==> src/rtl/usb_tx_pkt_ctrl.sv <==
// USB transmit packet sequencer: PID, FIFO payload, inverted CRC16.
// Drives a byte-serial encoder through a valid/ready handshake.
module usb_tx_pkt_ctrl #(
    parameter int MAXPKT = 64,
    parameter int LENW   = 7
) (
    input  logic            clk,
    input  logic            n_rst,
    input  logic            start_tx,
    input  logic [3:0]      pid,
    input  logic [LENW-1:0] pkt_len,
    input  logic [7:0]      fifo_r_data,
    input  logic            fifo_empty,
    output logic            fifo_r_enable,
    output logic [7:0]      tx_byte,
    output logic            tx_valid,
    input  logic            tx_ready,
    output logic            tx_last,
    output logic            tx_abort,
    output logic            busy,
    output logic            done,
    output logic            err
);

    typedef enum logic [2:0] {
        S_IDLE, S_PID, S_DATA, S_CRC_LO, S_CRC_HI, S_DONE
    } state_t;

    state_t          state, state_nx;
    logic [3:0]      pid_q;
    logic [LENW-1:0] len_q, cnt_q;
    logic [15:0]     crc_q;
    logic            err_q;
    logic            illegal;
    logic            req_ok;

    function automatic logic [15:0] crc16_byte(input logic [15:0] c,
                                               input logic [7:0]  b);
        logic [15:0] r;
        r = c ^ {8'h00, b};
        for (int i = 0; i < 8; i++)
            r = r[0] ? ((r >> 1) ^ 16'hA001) : (r >> 1);
        return r;
    endfunction

    assign illegal = (pid[1:0] == 2'b01) ||
                     (pid[1:0] == 2'b11 && pkt_len > LENW'(MAXPKT));
    assign req_ok  = (state == S_IDLE) && start_tx && !illegal;

    always_comb begin
        state_nx      = state;
        tx_byte       = 8'h00;
        tx_valid      = 1'b0;
        tx_last       = 1'b0;
        fifo_r_enable = 1'b0;
        tx_abort      = 1'b0;
        unique case (state)
            S_IDLE: begin
                if (req_ok) state_nx = S_PID;
            end
            S_PID: begin
                tx_byte  = {~pid_q, pid_q};
                tx_valid = 1'b1;
                // only handshake/special PIDs (bit0=0) end after one byte
                tx_last  = ~pid_q[0];
                if (tx_ready) begin
                    if (!pid_q[0])          state_nx = S_DONE;
                    else if (len_q != '0)   state_nx = S_DATA;
                    else                    state_nx = S_CRC_LO;
                end
            end
            S_DATA: begin
                tx_byte  = fifo_r_data;
                tx_valid = ~fifo_empty;
                if (fifo_empty) begin
                    tx_abort = 1'b1;
                    state_nx = S_IDLE;
                end else if (tx_ready) begin
                    fifo_r_enable = 1'b1;
                    if (cnt_q + LENW'(1) == len_q) state_nx = S_CRC_LO;
                end
            end
            S_CRC_LO: begin
                tx_byte  = ~crc_q[7:0];
                tx_valid = 1'b1;
                if (tx_ready) state_nx = S_CRC_HI;
            end
            S_CRC_HI: begin
                tx_byte  = ~crc_q[15:8];
                tx_valid = 1'b1;
                tx_last  = 1'b1;
                if (tx_ready) state_nx = S_DONE;
            end
            S_DONE: begin
                state_nx = S_IDLE;
            end
            default: state_nx = S_IDLE;
        endcase
    end

    assign busy = (state != S_IDLE);
    assign done = (state == S_DONE);
    assign err  = err_q | ((state == S_DATA) & fifo_empty);

    always_ff @(posedge clk or negedge n_rst) begin
        if (!n_rst) begin
            state <= S_IDLE;
            pid_q <= 4'h0;
            len_q <= '0;
            cnt_q <= '0;
            crc_q <= 16'hFFFF;
            err_q <= 1'b0;
        end else begin
            state <= state_nx;
            err_q <= (state == S_IDLE) && start_tx && illegal;
            if (req_ok) begin
                pid_q <= pid;
                len_q <= pkt_len;
                cnt_q <= '0;
                crc_q <= 16'hFFFF;
            end else if (fifo_r_enable) begin
                cnt_q <= cnt_q + LENW'(1);
                crc_q <= crc16_byte(crc_q, fifo_r_data);
            end
        end
    end

endmodule

==> config.mk <==
export PLATFORM = sky130hd
export DESIGN_NAME = usb_tx_pkt_ctrl
export DESIGN_NICKNAME = d
export VERILOG_FILES = /design/src/rtl/usb_tx_pkt_ctrl.sv
export SDC_FILE = /design/constraint.sdc
export NUM_CORES = 1
export LEC_CHECK = 0
export ABC_CLOCK_PERIOD_IN_PS = 2900
export CAP_MARGIN = 0
export CELL_PAD_IN_SITES_DETAIL_PLACEMENT = 1
export CELL_PAD_IN_SITES_GLOBAL_PLACEMENT = 1
export CORE_MARGIN = 2
export CORE_UTILIZATION = 30
export DETAILED_ROUTE_END_ITERATION = 7
export GPL_TIMING_DRIVEN = 0
export PLACE_DENSITY = 0.69
export SYNTH_ARGS = -nofsm -noshare
export SYNTH_HDL_FRONTEND = slang
export SYNTH_SLANG_ARGS = --single-unit
==> constraint.sdc <==
create_clock -name clk -period 2.9 [get_ports clk]
set_input_delay 0.58 -clock clk [delete_from_list [all_inputs] [get_ports clk]]
set_output_delay 0.58 -clock clk [all_outputs]
set_load 0.03 [all_outputs]
Yosys cells after proc, flatten, opt, wreduce, memory -nomap -nowiden
Index checks and enable logic that the tools add are counted.
W data, S select, Z words.
{ "word_totals": {"reg_bits": 38, "in_bits": 24, "out_inout_bits": 15, "word_cells": 80} }
{ "classes": {"add_sub_neg": 1, "n_lt_le_gt_ge": 1, "eq_ne": 14, "n_mux": 30, "n_bitwise": 16, "n_reduce_logical": 12} }
{ "op_table": {"columns": ["operator", "count"], "rows": [
  ["$mux W16", 10],
  ["$pmux W8 S4", 1],
  ["$mux W3", 8],
  ["$not A2 Y3", 8],
  ["$not A8 Y8", 2],
  ["$xor A16 B8 Y16", 1],
  ["$pmux W3 S5", 1],
  ["$mux W7", 2],
  ["$ne A2 B2 Y1 const B", 4],
  ["$add A7 B1 Y7 const B", 1],
  ["$eq A7 B7 Y1", 1],
  ["$gt A7 B7 Y1 const B", 1],
  ["$reduce_bool A7 Y1", 1],
  ["$eq A3 B2 Y1 const B", 2],
  ["$eq A3 B3 Y1 const B", 2],
  ["$mux W1", 6],
  ["$ne A3 B3 Y1 const B", 2],
  ["$reduce_and A6 Y1", 1],
  ["$logic_and A1 B1 Y1", 4],
  ["$not A4 Y4", 1],
  ["$pmux W1 S2", 2],
  ["$eq A3 B1 Y1 const B", 1],
  ["$logic_not A3 Y1", 1],
  ["$reduce_bool A3 Y1", 1],
  ["9 further kinds", 10]
]} }

Logic depth before layout (Yosys ltp)
{ "depth": {"ltp_word": 19, "ltp_mapped": 8, "ltp_nobuf": 7} }

Worst setup path after synthesis
Ideal clock, no wire load.
{ "synth_path": {"kind": "input to register", "startpoint": "input port pkt_len[1]", "endpoint": "register len_q[4]", "setup_time_ps": 127, "arrival_ps": 2188, "required_time_ps": 2773, "path_slack_ps": 585, "cell_stages": 7, "path_buffers": 2, "path_cell_list": "or4_1 > o31a_1 > o21ai_2 > and2b_1 > buf_6 > buf_6 > mux2_1"} }
{ "synth_via": {"elab_chain_len": 5} }
{ "synth_lines": {"columns": ["item", "line_no", "text"], "rows": [
  ["start, declared", "11", "input logic [LENW-1:0] pkt_len,"],
  ["$gt A7 B7 Y1", "47", "(pid[1:0] == 2'b11 && pkt_len > LENW'(MAXPKT));"],
  ["$logic_and A1 B1 Y1", "47", null],
  ["$logic_or A1 B1 Y1", "46", "assign illegal = (pid[1:0] == 2'b01) ||"],
  ["$logic_not A1 Y1", "48", "assign req_ok = (state == S_IDLE) && start_tx && !illegal;"],
  ["$logic_and A1 B1 Y1", "48", null],
  ["end signal, assigned", "118", "len_q <= pkt_len;"],
  ["end, declared", "31", "logic [LENW-1:0] len_q, cnt_q;"]
]} }
Every way passes these cells.
A chain may end at the register's enable or synchronous reset.

Final worst setup path
{ "layout_path": {"startpoint": "input port fifo_empty", "endpoint": "output port tx_valid"} }
{ "layout_via": {"elab_chain_len": 2} }
{ "layout_lines": {"columns": ["item", "line_no", "text"], "rows": [
  ["start, declared", "13", "input logic fifo_empty,"],
  ["$not A1 Y1", "74", "tx_valid = ~fifo_empty;"],
  ["$pmux W1 S2", "57", "unique case (state)"],
  ["end, declared", "16", "output logic tx_valid,"]
]} }
Every way passes these cells.

==> results.toml <==
[pwr]
clkPwrFrac_pct = 11.9
peakVddDrop_v = 0.000360
power_uw = 3130
p_switching_uw = 1380
switching_share_pct = 44.0
pwr-share-seq_pct = 32.4
p_leak_uw = 0.00126
pwr-share-comb_pct = 55.7
p_int_uw = 1750
power.density_nw_per_um2 = 1050

[timing]
slew_viol_final = 0
tightestPinTransition_ps = 606
fin_crit_sh_pct = 96.3
period_needed_ps = 2790
max_freq_mhz = 358
skew_ps = 3.90
slew_headroom_pct = 59.4
rsz0062_at_grt = "no"
setup_viol = 0
hold_violations = 0

[layout]
layout.cells.non_filler = 403
nFillCells = 890
fin_area_sq_um = 2990
area_delta_synth_final_pct = 28.5
final_nets = 325
drive_gt1_share_pct = 18.3
diodes = 0

[grt]
grt-ovfl-total = 0
grt_pass1_vias = 2100
grt_use_total_pct = 17.3
grt_first_pass_wirelength_microns = 11400
grt_antenna_before_repair = 0
grt_max_degree = 38

[clocking]
cts.htree.levels = 2
cts.sinks = 38
clock_latency_ps = 300
clk_path_buf_depth = 2
cts-root-buf = "clkbuf_8"
holdBufCountCts = 0
cts_made_buffers = 5
cts.clk_slew.worst_paths_ps = 80
cts_tree = "built"

[setup_path]
critPathCaptureType = "output port"
crit_type = "input port to output port"
rrSetupSlack_ps = 690
cpMostUsedCell = "clkdlybuf4s50_1"
path_cells = "clkdlybuf4s50_1, nor2b_1, nor2_1, o22ai_1, clkdlybuf4s50_1"
worstPathArrival_ps = 2210
regToRegEndpoint = "state[0]$_DFFE_PN0P_"
slowest_stage = "clkdlybuf4s50_1"
r2r-start = "cnt_q[0]$_DFFE_PN0P_"
cp.required_ps = 2320
critPathMaxStageDelay_ps = 710
critPathLaunchType = "input port"
crit_fanout = 3
reg2reg_depth = 7

[logic_synthesis]
netlist_instances = 250
ys_types = 45
ys_warn_count = 0
syn_nets = 275
syn_area_sq_um = 2330
async_flop_share_pct = 100
synth_enable_flop_cells = 0
syn_area_per_cell_sq_um = 9.31
synthFlopType = "dfrtp_1"
ys_seq_area_share_pct = 41.7
synth-seq-cells = 38

[place]
placed_cells = 391
port_buffers = 38
place_area_sq_um = 2850
dp_hpwl_microns = 5170
routabilityCongestion = 0.783

[floorplan]
core_area_sq_um = 7610
rows = 32
fp.dieH_microns = 92.1
die-area_sq_um = 8480
die_x_microns = 92.1
ios = 39
initial_utilization_pct = 30.6

[route]
wl_microns = 7150
dr.pass1.iters = 4
vias_per_cell = 5.10
detail-route-antenna-nets = 0
detail_route.wl_per_cell_microns = 17.8
drt_iter0_drc = 66
drc = 0
num_vias = 2056

[status]
outcome = "completed"

[flow_run]
cap_violations = 0

[min_path]
hold_class = "input port to asynchronous set/reset pin"
## worst max-delay path by stage
stage | start | end | slack [ps] | depth (start not counted)
final | fifo_empty | tx_valid | 110 | 5
after global routing | fifo_empty | tx_valid | 4 | 5
after CTS | state[1]$_DFFE_PN0P_ | tx_byte[2] | 9 | 5
after detailed placement | fifo_empty | fifo_r_enable | -580 | 6
after global placement | fifo_empty | fifo_r_enable | -600 | 6
after floorplan | pkt_len[1] | len_q[4]$_DFFE_PN0P_ | 580 | 7
## synthesized netlist by cell type (5+ instances only)
| cell | count | area share, % |
|---|---|---|
| o22ai_1 | 8 | 2.1 |
| xnor2_1 | 22 | 8.3 |
| nand2b_1 | 5 | 1.3 |
| mux2i_1 | 5 | 2.1 |
| xor2_1 | 5 | 1.9 |
| dfstp_2 | 16 | 18 |
| o21ai_0 | 28 | 6.0 |
| nor2_1 | 12 | 1.9 |
| dfrtp_1 | 22 | 24 |
| nor3_1 | 9 | 1.9 |
| inv_1 | 8 | 1.3 |
| nand2_1 | 20 | 3.2 |
| nor2b_1 | 6 | 1.6 |
| clkbuf_1 | 8 | 1.3 |
| nand3_1 | 8 | 1.7 |
| mux2_2 | 9 | 4.4 |
| a21oi_1 | 19 | 4.1 |
## area by class of cell
type	instances	area (sq um)	share of cell area (%)
Tap cell	102	128	4.27
Clock buffer	6	72.6	2.43
Clock inverter	2	10.0	0.335
Sequential cell	38	972	32.5
Inverter	8	33.8	1.13
Buffer	10	61.3	2.05
Timing Repair Buffer	45	448	15.0
Multi-Input combinational cell	192	1270	42.3
## power by group through the flow
stage | Clock, uW | Combinational, uW | Sequential (uW)
6_report | 373 | 1740 | 1010
5_1_grt | 401 | 1880 | 1040
4_1_cts | 383 | 1760 | 1010
3_5_place_dp | 0 | 1790 | 994
3_3_place_gp | 0 | 1770 | 990
2_1_floorplan | 0 | 1260 | 920
## registers in the layout, indices dropped and copies added (netlist names)
name / cells
crc_q: 16
cnt_q: 7
len_q: 7
pid_q: 4
state: 3
err_q: 1
## worst max-delay path: cells and delay by family
family	cells	cell delay, ps
compound gates	1	170
buf+inv	2	1160
simple gates	2	310
## metal layers
layer | part of all wire (%) | up-vias | GRT usage, %
li1 | - | 981 | -
met1 | 46 | 1029 | 22.7
met2 | 50 | 40 | 29.8
met3 | 3.1 | 6 | 2.79
met4 | 1.2 | 0 | 4.10
met5 | 0 | - | 0
## kinds of logic (layout without fill, tap and decap cells)
group,count (synthesis),after routing,synth area share [%]
simple gates,76,76,16.6
compound gates,70,70,17.6
flops,38,38,41.7
xor+xnor,29,29,12.1
buf+inv,20,71,4.03
mux,16,16,7.47
fa+ha+maj,1,1,0.537
## cell usage in the layout, fill, tap and decap left out, drive strengths merged, types with 6 or more instances in the layout
cell            n
o21ai          29
clkdlybuf4s50  28
xnor2          22
dfrtp          22
nand2          20
a21oi          19
dfstp          16
clkbuf         13
nor2           12
mux2           11
buf            11
nor3            9
o22ai           8
nand3           8
inv             7
nor2b           6
## metrics by stage
step	util, %	hold slack [ps]	TNS, ps	setup WS (ps)
final	39.3	66.4	0	107
after global routing	39.3	58.2	0	4.10
after CTS	38.6	63.5	0	9.46
after detailed placement	37.5	386	-873	-580
after global placement	37.3	454	-929	-603
after floorplan	-	284	0	585
## timing repair
item | 4_1_cts | 5_1_grt
endpoints found under the setup margin | 12 | 8
buffers inserted | 0 | 6
resized for setup | 10 | 6
No activity file was read; power rests on OpenSTA's default activity.
